--- config.mk ---
export PLATFORM = sky130hd
export DESIGN_NAME = axi_slave_write_burst
export DESIGN_NICKNAME = d
export VERILOG_FILES = /design/src/rtl/axi_slave_write_burst.sv
export SDC_FILE = /design/constraint.sdc
export NUM_CORES = 1
export LEC_CHECK = 0
export BUFFER_PORTS_ARGS = -buffer_cell sky130_fd_sc_hd__buf_4
export CORE_ASPECT_RATIO = 1.4
export CORE_MARGIN = 2
export CORE_UTILIZATION = 50
export DETAILED_ROUTE_END_ITERATION = 7
export GPL_TIMING_DRIVEN = 0
export PLACE_DENSITY = 0.82
export SETUP_SLACK_MARGIN = 0.4
export SLEW_MARGIN = 30
export SYNTH_ARGS = -nofsm -noshare
export SYNTH_HDL_FRONTEND = slang
export SYNTH_SLANG_ARGS = --single-unit
--- constraint.sdc ---
create_clock -name clock -period 2.72 [get_ports clock]
set_input_delay 0.544 -clock clock [delete_from_list [all_inputs] [get_ports clock]]
set_output_delay 0.544 -clock clock [all_outputs]
set_load 0.01 [all_outputs]
--- src/rtl/axi_slave_write_burst.sv ---
// AXI write-channel slave front end for one single-port SRAM bank.
// Accepts one AW at a time, turns each W beat into a byte-masked SRAM write,
// then returns B. FIXED and INCR bursts are always supported.
// WRAP bursts are supported only when AXI_WRAP_BURST_EN is defined; otherwise
// AWBURST=10 is rejected with SLVERR like the reserved encoding 11.
module axi_slave_write_burst #(
    parameter int ID_BITS   = 8,
    parameter int ADDR_BITS = 32,
    parameter int DATA_BITS = 32,
    parameter int LEN_BITS  = 4,
    parameter int SRAM_AW   = 14
) (
    input  logic                   clock,
    input  logic                   reset,
    input  logic [ID_BITS-1:0]     AWID,
    input  logic [ADDR_BITS-1:0]   AWADDR,
    input  logic [LEN_BITS-1:0]    AWLEN,
    input  logic [2:0]             AWSIZE,
    input  logic [1:0]             AWBURST,
    input  logic                   AWVALID,
    output logic                   AWREADY,
    input  logic [DATA_BITS-1:0]   WDATA,
    input  logic [DATA_BITS/8-1:0] WSTRB,
    input  logic                   WLAST,
    input  logic                   WVALID,
    output logic                   WREADY,
    output logic [ID_BITS-1:0]     BID,
    output logic [1:0]             BRESP,
    output logic                   BVALID,
    input  logic                   BREADY,
    input  logic                   grant,
    output logic                   finish,
    output logic [SRAM_AW-1:0]     sram_addr,
    output logic [DATA_BITS/8-1:0] sram_web,
    output logic [DATA_BITS-1:0]   sram_wdata
);

    localparam int STRB_BITS = DATA_BITS / 8;
    localparam int SB        = $clog2(STRB_BITS);
    // Byte-address bits that fall inside the bank; anything above is out of range.
    localparam int BANK_BITS = SRAM_AW + SB;

    localparam logic [1:0] ST_IDLE = 2'd0;
    localparam logic [1:0] ST_DATA = 2'd1;
    localparam logic [1:0] ST_RESP = 2'd2;

    localparam logic [1:0] BURST_INCR = 2'b01;
    localparam logic [1:0] BURST_WRAP = 2'b10;

    localparam logic [1:0] RESP_OKAY   = 2'b00;
    localparam logic [1:0] RESP_SLVERR = 2'b10;

    localparam logic [ADDR_BITS-1:0] ADDR_ONE = {{(ADDR_BITS-1){1'b0}}, 1'b1};

    logic [1:0]           state_q, state_d;
    logic [ID_BITS-1:0]   id_q, id_d;
    logic [ADDR_BITS-1:0] addr_q, addr_d;
    logic [LEN_BITS-1:0]  len_q, len_d;
    logic [2:0]           size_q, size_d;
    logic [1:0]           burst_q, burst_d;
    // One bit wider than AWLEN so beats past the declared length stay countable.
    logic [LEN_BITS:0]    beat_q, beat_d;
    logic                 err_q, err_d;

    logic [ADDR_BITS-1:0] step;
    logic [ADDR_BITS-1:0] next_incr;
    logic [ADDR_BITS-1:0] next_addr;
    logic [LEN_BITS:0]    beat_len;
    logic                 beat_oob;
    logic                 aw_size_err;
    logic                 aw_addr_err;
    logic                 aw_burst_err;
    logic                 aw_err;

`ifdef AXI_WRAP_BURST_EN
    logic [ADDR_BITS-1:0] wrap_mask;
    logic [ADDR_BITS-1:0] next_wrap;
    logic [ADDR_BITS-1:0] aw_align_mask;

    // Legal WRAP lengths are 2, 4, 8 or 16 beats.
    function automatic logic wrap_len_ok(input logic [LEN_BITS-1:0] len);
        logic [31:0] l;
        l = 32'(len);
        return (l == 32'd1) || (l == 32'd3) || (l == 32'd7) || (l == 32'd15);
    endfunction
`endif

    assign beat_len   = {1'b0, len_q};
    assign beat_oob   = (addr_q >> BANK_BITS) != '0;
    assign sram_addr  = addr_q[BANK_BITS-1:SB];
    assign BID        = id_q;
    assign BRESP      = err_q ? RESP_SLVERR : RESP_OKAY;

    // Address of the beat after the current one, by burst type.
    always_comb begin
        step      = ADDR_ONE << size_q;
        next_incr = addr_q + step;
`ifdef AXI_WRAP_BURST_EN
        wrap_mask = (({{(ADDR_BITS-LEN_BITS){1'b0}}, len_q} + ADDR_ONE) << size_q) - ADDR_ONE;
        next_wrap = ((next_incr & wrap_mask) == '0) ? (addr_q & ~wrap_mask) : next_incr;
`endif
        case (burst_q)
            BURST_INCR: next_addr = next_incr;
`ifdef AXI_WRAP_BURST_EN
            BURST_WRAP: next_addr = next_wrap;
`endif
            default:    next_addr = addr_q;
        endcase
    end

    // Reject malformed write requests up front; the burst then runs with writes suppressed.
    always_comb begin
        aw_size_err   = AWSIZE > 3'(SB);
        aw_addr_err   = (AWADDR >> BANK_BITS) != '0;
`ifdef AXI_WRAP_BURST_EN
        aw_align_mask = (ADDR_ONE << AWSIZE) - ADDR_ONE;
        aw_burst_err  = (AWBURST == 2'b11) ||
                        ((AWBURST == BURST_WRAP) &&
                         (!wrap_len_ok(AWLEN) || ((AWADDR & aw_align_mask) != '0)));
`else
        aw_burst_err  = AWBURST[1];
`endif
        aw_err        = aw_size_err || aw_addr_err || aw_burst_err;
    end

    // Handshake FSM plus the zero-latency SRAM write path.
    always_comb begin
        // NOTE: every signal written here gets a default first, so no path leaves
        // one unassigned and no latch is inferred.
        state_d    = state_q;
        id_d       = id_q;
        addr_d     = addr_q;
        len_d      = len_q;
        size_d     = size_q;
        burst_d    = burst_q;
        beat_d     = beat_q;
        err_d      = err_q;
        AWREADY    = 1'b0;
        WREADY     = 1'b0;
        BVALID     = 1'b0;
        finish     = 1'b0;
        sram_web   = '1;
        sram_wdata = '0;

        case (state_q)
            ST_IDLE: begin
                AWREADY = grant;
                if (AWVALID && grant) begin
                    id_d    = AWID;
                    addr_d  = AWADDR;
                    len_d   = AWLEN;
                    size_d  = AWSIZE;
                    burst_d = AWBURST;
                    beat_d  = '0;
                    err_d   = aw_err;
                    state_d = ST_DATA;
                end
            end

            ST_DATA: begin
                WREADY = 1'b1;
                if (WVALID) begin
                    // The beat that reveals a length error is still written;
                    // only the beats after it are dropped.
                    if (!err_q && !beat_oob && (beat_q <= beat_len)) begin
                        sram_web = ~WSTRB;
                    end
                    sram_wdata = WDATA;
                    addr_d     = next_addr;
                    if (beat_q != '1) begin
                        beat_d = beat_q + 1'b1;
                    end
                    if (WLAST) begin
                        state_d = ST_RESP;
                        if (beat_q < beat_len) begin
                            err_d = 1'b1;
                        end
                    end else if (beat_q >= beat_len) begin
                        err_d = 1'b1;
                    end
                    if (beat_oob) begin
                        err_d = 1'b1;
                    end
                end
            end

            ST_RESP: begin
                BVALID = 1'b1;
                if (BREADY) begin
                    finish  = 1'b1;
                    state_d = ST_IDLE;
                end
            end

            default: state_d = ST_IDLE;
        endcase
    end

    // State and captured request registers.
    always_ff @(posedge clock or negedge reset) begin
        if (!reset) begin
            state_q <= ST_IDLE;
            id_q    <= '0;
            addr_q  <= '0;
            len_q   <= '0;
            size_q  <= '0;
            burst_q <= '0;
            beat_q  <= '0;
            err_q   <= 1'b0;
        end else begin
            // NOTE: non-blocking assignments so every register samples the
            // pre-edge value of the others, independent of statement order.
            state_q <= state_d;
            id_q    <= id_d;
            addr_q  <= addr_d;
            len_q   <= len_d;
            size_q  <= size_d;
            burst_q <= burst_d;
            beat_q  <= beat_d;
            err_q   <= err_d;
        end
    end

endmodule

==> results of run 1 <==
-- cell usage after synthesis (4+ instances only) --
master / count
a31oi_1: 9
buf_4: 18
a21o_1: 5
o211ai_1: 4
o21ai_0: 13
a211oi_1: 5
clkbuf_1: 18
a311oi_1: 8
nand2_1: 90
buf_2: 7
or3_1: 4
and3_1: 13
xor2_1: 4
nor2_1: 27
nor3b_1: 5
dfrtp_1: 57
o22ai_1: 9
nand3_1: 15
nand4_1: 12
and2_1: 37
inv_1: 9
nor4_1: 6
nor3_1: 6
ha_1: 14
a21oi_1: 19
-- through the flow --
step / hold WS [ns] / instances
finish: 0.2539 / 790
global route: 0.3184 / 790
CTS: 0.2818 / 775
detailed placement: 0.4656 / 734
global placement: 0.4623 / 734
floorplan: 0.2484 / 480
-- timing repair --
item / CTS / global route
setup buffers: 23 / 15
setup endpoints to repair: 61 / 66
cloned: 2 / 0
gates resized for setup: 84 / 71
pin swaps: 35 / 46
-- flip-flops by register name (all words and copies together), names as in the netlist --
signal	cells
beat_q	5
BID	8
addr_q	32
state_q	2
err_q	1
len_q	4
size_q	3
burst_q	2
-- layer usage --
| metal | global-route usage [%] | wire length [um] | vias up |
|---|---|---|---|
| met5 | 0 | 0 | - |
| met4 | 22.66 | 1322 | 0 |
| met3 | 7.553 | 1935 | 134 |
| met2 | 60.50 | 8525 | 491 |
| met1 | 38.86 | 5783 | 2402 |
| li1 | - | - | 2121 |
-- layout make-up --
cell class,instances,area (um2),area share (%)
Sequential cell,57,1428,21.75
Tap cell,100,125.1,1.906
Multi-Input combinational cell,368,2894,44.09
Buffer,45,337.8,5.147
Clock buffer,14,172.7,2.631
Timing Repair Buffer,194,1529,23.29
Clock inverter,2,35.03,0.5337
Inverter,10,42.54,0.6481
-- report_power, final --
| group | internal, mW | switching (mW) |
|---|---|---|
| clock network | 0.498 | 0.378 |
| registers | 1.22 | 0.484 |
| logic | 2.07 | 2.25 |
-- cells in the final DEF (no fill, tap or decap), drive strengths merged, types with 3 or more instances in the layout --
cell	count
a211oi	5
a21o	5
a21oi	19
a2bb2oi	4
a311oi	9
a31oi	9
and2	39
and3	15
and3b	3
buf	223
clkbuf	30
dfrtp	57
ha	14
inv	9
nand2	91
nand2b	3
nand3	15
nand4	13
nor2	27
nor2b	3
nor3	8
nor3b	5
nor4	6
o211ai	5
o21ai	14
o22ai	9
o311ai	5
or3	4
xnor2	3
xor2	4
-- worst paths after layout --
check                                        from                      to  slack, ns
max                         beat_q[0]$_DFFE_PN0P_             sram_web[2]      -0.02
min                                         reset   addr_q[4]$_DFFE_PN0P_       0.25
max reg2reg                 size_q[0]$_DFFE_PN0P_   addr_q[8]$_DFFE_PN0P_       0.13
min reg2reg                burst_q[1]$_DFFE_PN0P_  burst_q[1]$_DFFE_PN0P_       0.48
max in group asynchronous                   reset   beat_q[2]$_DFFE_PN0P_       1.90
min in group clock                        AWID[5]      BID[5]$_DFFE_PN0P_       0.37
-- logic make-up (layout without fill, tap and decap cells) --
kind of cell	after synthesis	count (layout)	share of synthesized area (%)
adders and majority gates	15	15	4.881
and+or+nand+nor	240	240	31.32
AOI/OAI and AO/OA	102	102	18.65
other	1	1	0.09378
xor gates and xnor gates	7	7	1.533
muxes	3	3	0.7822
DFF	57	57	35.67
buffers and inverters	55	265	7.071
==> qor.txt, run 1 <==
status: finished with violations
failing checks: negative setup slack
arrival time at the worst endpoint: 2.19 ns
Ports: 156
Clock transition at path regs: 0.07 ns
Finished Cell Area: 6564 um2
ys async rst share: 100.0%
Max Clock Freq: 365.5 MHz
largest net degree at the start of global routing: 58
Residual DRC: 0
worst slew pin tran: 0.7842 ns
initial core utilization: 51.60%
Hold-fix buffers, CTS: 0
Final nets: 792
antenna violations before repair: 0
EDFF count, synth: 0
clock tree sinks: 57
FP Rows: 38
CP max FO: 4
final worst path period need: 2.736 ns
most frequent cell on the critical path: buf_6
share of layout cells above drive strength 1: 47.68%
Synth area leader: dfrtp_1
first-pass GRT wire length: 23340 um
Leak: 3.088 nW
worst slack, placed: -0.02943 ns
Hold Path Class: in2async
R2R cell count: 11
H-tree depth: 3
critical path capture point type: primary output
Critical Path RT: 2.18 ns
final worst-path cycle share: 100.6%
synth unique cells: 72
startpoint types: register
CP peak stage delay: 0.41 ns
Iter 0 DRT Violations: 811
Setup CP Type: reg2out
Routed WL per cell: 22.24 um
TritonCTS Buffers: 9
Synth Register Bits: 57
Routed Antenna Nets: 0
Mean Syn Cell Area: 8.331 um2
largest delay contributor family on the critical path: flip-flops
clock buffer depth: 2
Hold Violations, Final: 0
CP Buf/Inv Count: 3
area share of the largest cell type after synthesis: 35.67%
drt first pass iters: 6
post-DR vias/cell: 6.516
final wirelength: 17570 um
GRT Util Overall: 35.14%
Netlist Area Pre-Place: 3999 um2
routed vias: 5148
Critical-path top delay cell: dfrtp_1
fin. max-slew vios: 0
clock skew: 0.01118 ns
Syn Inst Count: 480
syn_nets: 587
Power Dens Cells: 1050 nW/um2
YS warnings: 0
CP Cell Sequence: inv_2 -> ha_4 -> nor2b_4 -> nand4_1 -> a2111oi_4 -> buf_6 -> nand2_4 -> buf_6
global placer's final weighted congestion: 0.9344
peak supply drop: 0.0007504 V
vias in the first global route: 4780
Post-DP HPWL: 9997 um
Max Cap Violations: 0
Die Wd: 79.58 um
post-layout util: 84.69%
# diodes: 0
Die ar.: 8739 um2
Clk Latency, worst-skew pair: 0.36 ns
Max transition margin: 47.72%
WP depth: 8
Synth area leaders: dfrtp_1, nand2_1, and2_1, ha_1, buf_4
grt ovf: 0
post-route setup slack: -0.01591 ns
area grow syn2layout: 64.14%
setup TNS: -0.05503 ns
total core area: 7750 um2
sequential-to-total area share from yosys stat: 35.67%
Total Power: 6.892 mW
Placed Area: 5291 um2
CTS tree: yes
final setup violation count: 4
Synth Flop Type: dfrtp_1
Port-buffer cells: 154
Die Y: 109.8 um
filler instances: 427
RSZ-0062 raised after global routing: true
root buffer cell: clkbuf_8
(Power assumes the default switching activity.)
==> inputs of run 2 (changes only) <==
--- a/config.mk
+++ b/config.mk
@@ -6,7 +6,7 @@
 export NUM_CORES = 1
 export LEC_CHECK = 0
 export BUFFER_PORTS_ARGS = -buffer_cell sky130_fd_sc_hd__buf_4
-export CORE_ASPECT_RATIO = 1.4
+export CORE_ASPECT_RATIO = 0.5
 export CORE_MARGIN = 2
 export CORE_UTILIZATION = 50
 export DETAILED_ROUTE_END_ITERATION = 7
==> qor.txt, run 2 (synthesis gave the netlist of run 1 again) <==
antenna violations before repair: 0
Die ar.: 8772 um2
Die Y: 67.24 um
Reg with most FFs: addr_q
drt first pass iters: 5
Max Clock Freq: 382.1 MHz
CP Cell Sequence: inv_2 -> ha_4 -> a21oi_2 -> o211ai_1 -> a2111oi_4 -> nand2_1 -> buf_6
TritonCTS Buffers: 9
startpoint types: register
Clock transition at path regs: 0.05 ns
clock power share: 18.2%
CP Buf/Inv Count: 2
final setup violation count: 0
GRT Util Overall: 32.46%
FP Rows: 22
final wirelength: 15570 um
switching share of power: 42.30%
Hold Violations, Final: 0
max reg flops: 32
H-tree depth: 3
Critical Path RT: 2.18 ns
clock skew: 0.007162 ns
global placer's final weighted congestion: 0.9459
Ports: 156
Post-DP HPWL: 9534 um
final worst path period need: 2.617 ns
leading cell types in the layout, fill and taps excluded: buf_4, nand2_1, dfrtp_1
Die Wd: 130.5 um
initial core utilization: 53.02%
Hold Path Class: in2async
Residual DRC: 0
CP peak stage delay: 0.50 ns
CTS tree: yes
Max transition margin: 50.42%
CP max FO: 4
clock buffer depth: 2
worst hold slack: 0.2610 ns
post-DR vias/cell: 6.111
Port-buffer cells: 154
status: completed
final worst-path cycle share: 96.22%
grt ovf: 0
area grow syn2layout: 60.64%
vias in the first global route: 4316
Int Pwr: 4.023 mW
Final nets: 779
sequential share of power: 24.2%
switching power: 2.950 mW
Leak: 2.979 nW
fin. max-slew vios: 0
peak supply drop: 0.0005315 V
Clk Latency, worst-skew pair: 0.34 ns
commonest non-fill, non-tap cell in the layout: buf_4
arrival time at the worst endpoint: 2.07 ns
RSZ-0062 raised after global routing: true
setup TNS: 0 ns
share of layout cells above drive strength 1: 45.94%
total core area: 7542 um2
Iter 0 DRT Violations: 544
largest net degree at the start of global routing: 58
largest delay contributor family on the critical path: compound AO/OA/AOI/OAI gates
first-pass GRT wire length: 21650 um
root buffer cell: clkbuf_16
clock tree sinks: 57
Routed Antenna Nets: 0
Critical-path top delay cell: a2111oi_4
Routed WL per cell: 19.83 um
Comb power frac: 57.7%
Total Power: 6.973 mW
Power Dens Cells: 1086 nW/um2
Hold-fix buffers, CTS: 0
Setup CP Type: reg2out
# diodes: 0
critical path capture point type: primary output
routed vias: 4797
worst slew pin tran: 0.7437 ns
Max Cap Violations: 0
-- run 2: power groups by stage --
stage,Sequential [mW],Combinational [mW],Clock (mW)
after floorplan,1.52,1.87,0
after global placement,1.57,2.73,0
after detailed placement,1.59,2.78,0
after CTS,1.61,3.25,1.25
after global routing,1.72,4.28,1.30
final,1.68,4.02,1.27
-- run 2: final cells by class --
cell class	instances	area (um2)
multi-input cells	368	2756
flip-flops and latches	57	1428
repair buffers	181	1413
fillers	427	1119
plain buffers	45	320.3
clock buffers	12	256.5
well taps	108	135.1
clock inverters	4	75.07
inverters	10	40.04
-- run 2: repair_timing --
action,CTS,global route
resized for setup,58,68
endpoints found under the setup margin,60,60
pin swaps,15,34
setup buffers,12,13
endpoints found under the hold margin,0,0
gates cloned,0,2
-- run 2: path summary, 6_finish.rpt --
path | cells past startpoint | slack, ns | startpoint | to
max in group asynchronous | 1 | 1.94 | reset | size_q[0]$_DFFE_PN0P_
setup reg to reg | 8 | 0.22 | size_q[2]$_DFFE_PN0P_ | addr_q[30]$_DFFE_PN0P_
min in group clock | 3 | 0.39 | AWID[4] | BID[4]$_DFFE_PN0P_
hold reg to reg | 2 | 0.48 | BID[4]$_DFFE_PN0P_ | BID[4]$_DFFE_PN0P_
setup / recovery | 7 | 0.10 | len_q[2]$_DFFE_PN0P_ | sram_web[0]
hold / removal | 1 | 0.26 | reset | BID[4]$_DFFE_PN0P_
-- run 2: metal layers --
| layer | GRT usage, % | wire length, um |
|---|---|---|
| met1 | 40.00 | 5712 |
| met2 | 56.02 | 7424 |
| met3 | 8.716 | 1773 |
| met4 | 11.57 | 657 |
| met5 | 0 | 0 |
-- run 2: metrics by stage --
stage / setup slack [ns] / cells / area (um2) / utilization, %
2_1_floorplan: 0.4463 / 480 / 4010 / -
3_3_place_gp: 0.1446 / 742 / 5301 / 70.29
3_5_place_dp: 0.05913 / 742 / 5301 / 70.29
4_1_cts: 0.1591 / 770 / 6003 / 79.60
5_1_grt: -0.01627 / 785 / 6424 / 85.17
6_report: 0.1027 / 785 / 6424 / 85.17
